===== config.mk =====
export PLATFORM = sky130hd
export DESIGN_NAME = pwm_compare_stage_flat
export DESIGN_NICKNAME = d
export VERILOG_FILES = /design/src/rtl/pwm_compare_stage_if.sv /design/src/rtl/pwm_compare_stage.sv /design/src/flat_wrapper.sv
export SDC_FILE = /design/constraint.sdc
export NUM_CORES = 1
export LEC_CHECK = 0
export CAP_MARGIN = 5
export CORE_UTILIZATION = 41
export CTS_BUF_LIST = sky130_fd_sc_hd__clkbuf_8
export DETAILED_ROUTE_END_ITERATION = 8
export GPL_TIMING_DRIVEN = 0
export HOLD_SLACK_MARGIN = 0.15
export PLACE_DENSITY = 0.78
export SYNTH_ARGS = -nofsm -noshare
export SYNTH_HDL_FRONTEND = slang
export SYNTH_SLANG_ARGS = --single-unit

===== constraint.sdc =====
create_clock -name clk -period 5.78 [get_ports clk]
set_input_delay 0.578 -clock clk [delete_from_list [all_inputs] [get_ports clk]]
set_output_delay 0.578 -clock clk [all_outputs]
set_load 0.01 [all_outputs]

===== src/rtl/pwm_compare_stage_if.sv =====
// pwm_compare_stage_if: count/duty inputs and PWM status outputs of pwm_compare_stage; PWM_WRAP_COUNT_EN adds wrap_count
interface pwm_compare_stage_if #(
    parameter int WIDTH = 4
);
    logic [WIDTH-1:0] count;
    logic [WIDTH:0]   duty_in;
    logic             duty_load;
    logic             duty_busy;
    logic             wrap_pulse;
    logic             pwm_out;
`ifdef PWM_WRAP_COUNT_EN
    logic [7:0]       wrap_count;
    modport master (output count, duty_in, duty_load, input duty_busy, wrap_pulse, pwm_out, wrap_count);
    modport slave (input count, duty_in, duty_load, output duty_busy, wrap_pulse, pwm_out, wrap_count);
`else
    modport master (output count, duty_in, duty_load, input duty_busy, wrap_pulse, pwm_out);
    modport slave (input count, duty_in, duty_load, output duty_busy, wrap_pulse, pwm_out);
`endif
endinterface


===== src/rtl/pwm_compare_stage.sv =====
// pwm_compare_stage: registered PWM compare whose duty only changes at count wrap; PWM_WRAP_COUNT_EN adds an 8-bit wrap counter
module pwm_compare_stage #(
    parameter int WIDTH      = 4,
    parameter int DUTY_RESET = 0
) (
    input logic                clk,
    input logic                rst,
    pwm_compare_stage_if.slave bus
);
    localparam logic [WIDTH-1:0] CNT_MAX   = '1;
    localparam logic [WIDTH:0]   DUTY_FULL = {1'b1, {WIDTH{1'b0}}};
    localparam logic [WIDTH:0]   DUTY_RST  = (WIDTH+1)'(DUTY_RESET);

    typedef enum logic {IDLE, PENDING} state_t;

    state_t           state_q, state_d;
    logic [WIDTH-1:0] count_q, count_d;
    logic [WIDTH:0]   shadow_q, shadow_d;
    logic [WIDTH:0]   duty_active_q, duty_active_d;
    logic [WIDTH:0]   duty_eff;
    logic             wrap, load;
    logic             duty_busy_q, duty_busy_d;
    logic             wrap_pulse_q, wrap_pulse_d;
    logic             pwm_out_q, pwm_out_d;
`ifdef PWM_WRAP_COUNT_EN
    logic [7:0]       wrap_count_q, wrap_count_d;
`endif

    // wrap detect, shadow capture in IDLE, hand-over of the shadow at wrap, and the compare
    always_comb begin
        wrap          = count_q == CNT_MAX && bus.count == '0;
        load          = state_q == IDLE && bus.duty_load;
        count_d       = bus.count;
        shadow_d      = load ? (bus.duty_in > DUTY_FULL ? DUTY_FULL : bus.duty_in) : shadow_q;
        state_d       = load ? PENDING : (state_q == PENDING && wrap) ? IDLE : state_q;
        duty_eff      = (state_q == PENDING && wrap) ? shadow_q : duty_active_q;
        duty_active_d = duty_eff;
        duty_busy_d   = state_d == PENDING;
        wrap_pulse_d  = wrap;
        pwm_out_d     = {1'b0, bus.count} < duty_eff;
`ifdef PWM_WRAP_COUNT_EN
        wrap_count_d  = wrap_count_q + 8'(wrap);
`endif
    end

    // all state and registered outputs; reset discards any pending duty
    always_ff @(posedge clk or posedge rst) begin
        if (rst) begin
            state_q       <= IDLE;
            count_q       <= '0;
            shadow_q      <= '0;
            duty_active_q <= DUTY_RST;
            duty_busy_q   <= 1'b0;
            wrap_pulse_q  <= 1'b0;
            pwm_out_q     <= 1'b0;
`ifdef PWM_WRAP_COUNT_EN
            wrap_count_q  <= '0;
`endif
        end else begin
            state_q       <= state_d;
            count_q       <= count_d;
            shadow_q      <= shadow_d;
            duty_active_q <= duty_active_d;
            duty_busy_q   <= duty_busy_d;
            wrap_pulse_q  <= wrap_pulse_d;
            pwm_out_q     <= pwm_out_d;
`ifdef PWM_WRAP_COUNT_EN
            wrap_count_q  <= wrap_count_d;
`endif
        end
    end

    assign bus.duty_busy  = duty_busy_q;
    assign bus.wrap_pulse = wrap_pulse_q;
    assign bus.pwm_out    = pwm_out_q;
`ifdef PWM_WRAP_COUNT_EN
    assign bus.wrap_count = wrap_count_q;
`endif
endmodule


===== src/flat_wrapper.sv =====
// flat-port wrapper written by rule: the top's interface ports become plain ports
module pwm_compare_stage_flat 
#(
    parameter int WIDTH      = 4,
    parameter int DUTY_RESET = 0
)
  (clk, rst, bus_count, bus_duty_in, bus_duty_load, bus_duty_busy, bus_wrap_pulse, bus_pwm_out);
  pwm_compare_stage_if #(.WIDTH(WIDTH)) bus_i ();
  input logic clk;
  input logic rst;
  input wire logic [$bits(bus_i.count)-1:0] bus_count;
  input wire logic [$bits(bus_i.duty_in)-1:0] bus_duty_in;
  input wire logic [$bits(bus_i.duty_load)-1:0] bus_duty_load;
  output wire logic [$bits(bus_i.duty_busy)-1:0] bus_duty_busy;
  output wire logic [$bits(bus_i.wrap_pulse)-1:0] bus_wrap_pulse;
  output wire logic [$bits(bus_i.pwm_out)-1:0] bus_pwm_out;
  assign bus_i.count = bus_count;
  assign bus_i.duty_in = bus_duty_in;
  assign bus_i.duty_load = bus_duty_load;
  assign bus_duty_busy = bus_i.duty_busy;
  assign bus_wrap_pulse = bus_i.wrap_pulse;
  assign bus_pwm_out = bus_i.pwm_out;
  pwm_compare_stage #(.WIDTH(WIDTH), .DUTY_RESET(DUTY_RESET)) u_core (.clk(clk), .rst(rst), .bus(bus_i));
endmodule

== Yosys cells after proc, flatten, opt, wreduce, memory -nomap -nowiden ==
Index checks and enable logic that the tools add are counted.

* Memories kept: 0
* Word-level logic and storage cells: 19
* Register bits: 17
* Memory bits (read-only): 0
* RAM bits: 0
* Bits of input ports: 12
* Latch bits: 0

* Divide/modulo/power cells: 0
* Add/sub/neg operators: 0
* Multiplexer cells: 4
* Bitwise logic cells: 1
* Order comparisons: 2
* $mul: 0
* Shifts and indexed selects: 0
* Equality and inequality tests: 1
* Reduce and logical (&&, ||, !) cells: 5

{| class="wikitable"
|+ Operator list
! cell !! number
|-
| 5-bit two-way mux || 2
|-
| 5-bit > comparator, second input constant || 1
|-
| 4-bit by 5-bit < comparator with 1-bit output || 1
|-
| 4-bit equality test, second input constant || 1
|-
| 4-bit zero test || 1
|-
| 1-bit logical AND || 3
|-
| 1-bit two-way mux || 2
|-
| 2-bit nonzero test || 1
|-
| 1-bit NOT || 1
|}

== Depth between registers and ports, before layout ==
* Depth in word-level cells: 5
* Mapped depth: 9
* Depth with buffers taken out: 8

== Worst setup path before layout ==
Ideal clock, no wire load.

* Path type: input-to-reg
* Start: in bus_count[1]
* End: reg u_core.pwm_out_q, in the netlist u_core.bus.pwm_out
* Arrival: 2,793 ps
* Slack: 2,905 ps
* Setup time: 82 ps
* Stages: 9
* Cell sequence: or4_1 > or3_1 > buf_6 > mux2i_2 > ha_1 > a21o_1 > a211oi_1 > a221oi_1 > o22ai_1

* Longest elaborated chain between the ends: 5

{| class="wikitable"
|+ Ends and longest elaborated chain
! element !! line !! RTL
|-
| start: declaration || flat_wrapper.sv:11 || <nowiki>input wire logic [$bits(bus_i.count)-1:0] bus_count;</nowiki>
|-
| 4-bit zero test || pwm_compare_stage.sv:31 || <nowiki>wrap = count_q == CNT_MAX && bus.count == '0;</nowiki>
|-
| 1-bit logical AND || pwm_compare_stage.sv:31 ||
|-
| 1-bit logical AND || pwm_compare_stage.sv:36 || <nowiki>duty_eff = (state_q == PENDING && wrap) ? shadow_q : duty_active_q;</nowiki>
|-
| 5-bit two-way mux || pwm_compare_stage.sv:36 ||
|-
| 4-bit by 5-bit < comparator with 1-bit output (*) || pwm_compare_stage.sv:40 || <nowiki>pwm_out_d = {1'b0, bus.count} < duty_eff;</nowiki>
|-
| net u_core.pwm_out_d || pwm_compare_stage.sv:24 || <nowiki>logic pwm_out_q, pwm_out_d;</nowiki>
|-
| end signal: assignment || pwm_compare_stage.sv:66 || <nowiki>pwm_out_q <= pwm_out_d;</nowiki>
|-
| end: declaration || pwm_compare_stage.sv:24 ||
|}

Mark *: on every way through the listed nets, which the timed path passes. The rest lies on a longest branch.
A chain may end at the register's enable or synchronous reset.

== Final worst setup path ==
Ends and elaborated chain as after synthesis.

==> impl_metrics.yaml <==
sta:
  min_period_over_period_pct: 56.7
  worst_slew_margin_rel_pct: 57.8
  fin_crit_ns: 3.28
  worst_pin_slew_ns: 0.632
  fin_ws_ns: 2.50
  fmax_ghz: 0.305
  fin_tns_setup_ns: 0
  setup_viol_count_final: 0
  finalMaxSlewViolations: 0
  rsz0062_at_grt: "false"
  finalHoldViolCount: 0
  fin_worst_skew_ns: 0.00175
drt:
  antenna_left: 0
  drc: 0
  dr.first_iter.drc_count: 6
  wl_mm: 1.22
  routed-via-count: 482
  detail_route.vias_per_cell: 5.30
  dr.pass1.iters: 6
  wl_per_cell_um: 13.4
clock_network:
  postCtsHoldBufs: 0
  cts_tree: "built"
  insertion_delay_ns: 0.25
  cts_htree_levels: 1
  clkSinkCount: 17
  cts_resized: 0
  cts-buffers-inserted: 3
  cts-root-buf: "clkbuf_8"
  clk_pin_slew_worst_paths_ns: 0.06
  clockBufferDepth: 2
  cts_setup_buffers: 0
synth:
  synth_fp_nets: 72
  yosysWarnings: 0
  synth_area_leaders: "dfrtp_1 58%, mux2i_2 5.7%, ha_1 5.2%"
  netlist_area_um2: 728
  ys_seq_elements: 17
  yosysTopAreaCellShare_pct: 58.4
  synth_top_area_cell: "dfrtp_1"
  avgSynthCellArea_um2: 12.8
  seq_area_frac_synth_pct: 58.4
  yosysUniqueCellTypes: 21
  postSynthCellCount: 57
placement:
  port-buffer-count: 14
  hpwl_um: 935
  dpl_worst_slack_ns: 2.23
  dp.cells: 87
  gp_congestion: 0.703
  post_dp_cell_area_um2: 888
power_and_ir_drop:
  p_leak_nw: 0.440
  ir_worst_vdd_mv: 0.175
  p_per_area_mw_per_mm2: 258
floorplan:
  die_x_um: 44.1
  start_util_pct: 46.2
  rows: 14
  ios: 15
  dieArea_mm2: 0.00195
  core-area_mm2: 0.00158
  dieHeight_um: 44.1
global_route:
  grt_max_degree: 18
  grt-busiest-layer: "met2"
  grt_pass1_wl_mm: 2.24
  grt_pass1_vias: 526
  overflow: 0
  gr-usage-met3_pct: 6.94
  grt.met1_usage_pct: 19.1
  grt_usage_pct: 16.6
  met2_usage_pct: 27.1
  antenna_found_initial: 0
worst_setup_path:
  worstPathCellList: "clkdlybuf4s50_1 -> or4_1 -> or3_1 -> buf_6 -> mux2i_2 -> ha_1 -> a21o_1 -> a211oi_1 -> a221oi_1 -> o22ai_1"
  critPathBufInv: 2
  cp_max_fo: 7
  arrival_ns: 3.44
  crit_required_ns: 5.94
  slowest_stage: "or4_1"
  cp-end-kind: "register"
  start_kind: "primary input"
  worst-setup-path-type: "in2reg"
  crit_family: "simple AND/OR/NAND/NOR gates"
  max_stage_delay_ns: 0.55
min_path:
  min_path_type: "reg2reg"
finish:
  area_growth_pct: 28.2
  final_cell_area_um2: 933
  drive_gt1_share_pct: 18.7
  final_common_cell: "dfrtp_1"
  diodes: 0
  stdcell_count: 91
  nets: 91
  final_cell_mix: "17 x dfrtp_1, 14 x clkdlybuf4s50_1, 5 x nand2_1"
outcome:
  status: "finished, final reports clean"
run:
  cap_violations: 0
[per-layer routing]
layer  wire [um]  share of wire, %
met1         541                44
met2         600                49
met3          68               5.6
met4          13               1.1
met5           0                 0
[registers in the layout, indices dropped and copies added, names as in the netlist]
register / flops
u_core.count_q: 4
u_core.bus.wrap_pulse: 1
u_core.duty_active_q: 5
u_core.shadow_q: 5
u_core.bus.pwm_out: 1
u_core.bus.duty_busy: 1
[synthesized netlist by cell type]
cell	count
buf_6	1
inv_1	2
nor2_1	1
a211oi_1	1
a211oi_2	1
nand2b_1	4
o22ai_1	1
mux2_2	1
inv_2	3
dfrtp_1	17
a221oi_1	1
or4_1	1
or3_1	1
a21o_1	1
nand4_1	1
mux2_4	2
nand2_1	5
o21a_1	3
o21ai_0	4
ha_1	3
mux2i_2	3
[per-stage QoR]
| step | hold WS, ns | power, mW | utilization, % |
|---|---|---|---|
| after floorplan | 0.462 | 0.145 | - |
| after global placement | 0.472 | 0.157 | 56.3 |
| after detailed placement | 0.477 | 0.159 | 56.3 |
| after CTS | 0.491 | 0.245 | 59.2 |
| after global routing | 0.508 | 0.254 | 59.2 |
| final | 0.488 | 0.240 | 59.2 |
[power by group]
part / internal, mW / total [mW] / switching, mW
clock: 0.0471 / 0.0842 / 0.0372
sequential: 0.126 / 0.131 / 0.00483
combinational: 0.0148 / 0.0250 / 0.0102
[final timing paths]
path                       slack (ns)                 endpoint  depth (start not counted)               startpoint
setup reg to reg                 3.38       u_core.bus.pwm_out                          9     u_core.bus.duty_busy
hold reg to reg                  0.49  u_core.duty_active_q[3]                          2  u_core.duty_active_q[3]
min in group asynchronous        0.71  u_core.duty_active_q[0]                          2                      rst
max in group asynchronous        4.66  u_core.duty_active_q[2]                          2                      rst
setup / recovery                 2.50       u_core.bus.pwm_out                         10             bus_count[1]
hold / removal                   0.49  u_core.duty_active_q[3]                          2  u_core.duty_active_q[3]
[area by class of cell]
type | count | area, um2
multi-input cells | 34 | 273
clock buffers | 3 | 41.3
well taps | 16 | 20.0
plain buffers | 1 | 11.3
fillers | 129 | 643
clock inverters | 1 | 3.75
inverters | 5 | 18.8
flip-flops and latches | 17 | 425
repair buffers | 14 | 140
[tightest hold or removal path: cells and delay by family (launching register included)]
| kind | cells | cell delay [ns] |
|---|---|---|
| buffers and inverters | 1 | 0.05 |
| DFF | 1 | 0.34 |
| muxes | 1 | 0.08 |
[cell families after synthesis]
group                      after synthesis  share of synthesized area, %
buffers and inverters                    6                          4.12
and+or+nand+nor                         13                          9.28
DFF                                     17                          58.4
AOI/OAI and AO/OA                       12                          11.7
adders and majority gates                3                          5.16
muxes                                    6                          11.3
Note: power is estimated with default switching activity, not from simulation.
==> patch (config.mk and constraints unchanged) <==
`WIDTH` is set to 4 in 3 places; all go to 6.
--- a/src/rtl/pwm_compare_stage_if.sv
+++ b/src/rtl/pwm_compare_stage_if.sv
@@ -1,6 +1,6 @@
 // pwm_compare_stage_if: count/duty inputs and PWM status outputs of pwm_compare_stage; PWM_WRAP_COUNT_EN adds wrap_count
 interface pwm_compare_stage_if #(
-    parameter int WIDTH = 4
+    parameter int WIDTH = 6
 );
     logic [WIDTH-1:0] count;
     logic [WIDTH:0]   duty_in;
--- a/src/rtl/pwm_compare_stage.sv
+++ b/src/rtl/pwm_compare_stage.sv
@@ -1,6 +1,6 @@
 // pwm_compare_stage: registered PWM compare whose duty only changes at count wrap; PWM_WRAP_COUNT_EN adds an 8-bit wrap counter
 module pwm_compare_stage #(
-    parameter int WIDTH      = 4,
+    parameter int WIDTH      = 6,
     parameter int DUTY_RESET = 0
 ) (
     input logic                clk,
--- a/src/flat_wrapper.sv
+++ b/src/flat_wrapper.sv
@@ -1,7 +1,7 @@
 // flat-port wrapper written by rule: the top's interface ports become plain ports
 module pwm_compare_stage_flat 
 #(
-    parameter int WIDTH      = 4,
+    parameter int WIDTH      = 6,
     parameter int DUTY_RESET = 0
 )
   (clk, rst, bus_count, bus_duty_in, bus_duty_load, bus_duty_busy, bus_wrap_pulse, bus_pwm_out);
Ports: changed (resized bus_count and bus_duty_in); port bits go from 15 to 19. The function was not compared with the original's and may differ.
==> patch against the original RTL <==
- total power is 22% higher
- setup slack better by 520 ps
- sequential share of layout area is 0.70 points higher
- cell area is 33% higher
- routed wire length is 31% higher
- clock power is 11% higher
- non-clock buffer count is 4 higher
- via count is 28% higher
- synthesized cell count is 32% higher
- synthesized area is 35% higher
- register-to-register slack better by 270 ps
- sequential cell count is 6 higher
- critical path type unchanged
- largest cell class unchanged
- largest power group unchanged
==> patch: results (changes against the original RTL) <==
commonest cells in the netlist -> 23 x dfrtp_1, 7 x nand2b_1, 6 x inv_1, 6 x nand2_1, 6 x o21ai_0
Worst path slowest cell -> clkdlybuf4s50_1
post-synth cell types -> 22 (+4.8%)
worst reg2reg startpoint -> u_core.count_q[3]
share of layout cells above drive strength 1 -> 10.3% (-8.4 points)
first-pass GRT wire length -> 2850 µm (+27%)
IO buf count -> 18 (+4)
VDD IR max -> 0.152 mV (-13%)
status -> completed
hpwl dp -> 1220 µm (+31%)
Reg2Reg Depth -> 8 (-1)
drt wl/cell -> 12.8 µm (-4.9%)
Critical path origin -> bus_count[3]
FF-to-FF setup slack -> 3650 ps (+270 ps)
Via density -> 4.94 (-6.8%)
total power -> 293 µW (+22%)
startpoint types -> input pin
Area contributors post-synth -> dfrtp_1 59%, ha_1 6.4%, mux2i_1 5.1%, nand2b_1 4.5%, o21ai_0 3.1%
Pleak -> 0.621 nW (+41%)
Vias -> 617 (+28%)
gr usage total -> 14.7% (-1.9 points)
hold_sp -> u_core.shadow_q[4]
critical path peak fanout -> 8 (+1)
final net count -> 119 (+31%)
sequential area share after synthesis -> 58.5% (+0.10 points)
placer's final routability congestion estimate -> 0.677 (-3.6%)
syn nets -> 96 (+33%)
hold_ws -> 488 ps (-0.728 ps)
Top Registers -> u_core.duty_active_q x7, u_core.shadow_q x7, u_core.count_q x6
vias in the first global route -> 657 (+25%)
Slew HR -> 44.2% (-14 points)
Iter 0 DRT Violations -> 1 (-5)
hold endpoint -> u_core.shadow_q[4]
largest stage delay on the critical path -> 490 ps (-60 ps)
switch share -> 21.0% (-0.75 points)
Clock Skews -> 1.32 ps (-0.430 ps)
placed cell areas -> 1200 µm² (+35%)
CP arrival -> 2890 ps (-550 ps)
largest net degree at the start of global routing -> 24 (+6)
Syn Inst Count -> 75 (+32%)
Initial DRT Pass Iterations -> 4 (-2)
## patch: worst max-delay path: cells and delay by family
family | cells | cell delay [ps]
and+or+nand+nor | 3 | 780
AOI/OAI and AO/OA | 3 | 530
buffers and inverters | 1 | 490
adders and majority gates | 1 | 310
muxes | 1 | 200
## patch: logic make-up (layout without fill, tap and decap cells)
group                    Yosys count  after routing  share of synthesized area [%]
adder cells (fa/ha/maj)            5              5                           6.36
multiplexers                       8              8                           9.29
AND/OR/NAND/NOR                   19             19                           14.6
buffers and inverters              7             29                           2.67
AO/OA/AOI/OAI                     13             13                           8.52
flip-flops                        23             23                           58.5
## patch: metal layers
layer / part of all wire [%] / vias up / wire [µm] / GRT usage (%)
met3: 5.1 / 0 / 82 / 2.98
met5: 0 / - / 0 / 0
met2: 48 / 19 / 772 / 25.4
met1: 46 / 295 / 742 / 18.4
met4: 0 / 0 / 0 / 4.17
li1: - / 303 / - / -
## patch: cell type report
| cell class | instances | area, µm² |
|---|---|---|
| timing repair buffer | 18 | 180 |
| clock inverter | 1 | 3.75 |
| tap | 28 | 35.0 |
| multi-input combinational | 45 | 382 |
| fill | 197 | 990 |
| clock buffer | 3 | 41.3 |
| buffer | 1 | 3.75 |
| sequential | 23 | 576 |
| inverter | 6 | 22.5 |
## patch: per-stage QoR
step | util (%) | setup WS (ps)
floorplan | - | 3440
global placement | 53.7 | 2750
detailed placement | 53.7 | 2740
CTS | 55.7 | 3000
global route | 55.7 | 2890
finish | 55.7 | 3030
## patch: power by group through the flow
stage / Clock, mW / Combinational, mW / Sequential (mW)
after floorplan: 0 / 0.0126 / 0.173
after global placement: 0 / 0.0282 / 0.174
after detailed placement: 0 / 0.0291 / 0.174
after CTS: 0.0970 / 0.0294 / 0.171
after global routing: 0.106 / 0.0328 / 0.172
final: 0.0935 / 0.0288 / 0.171
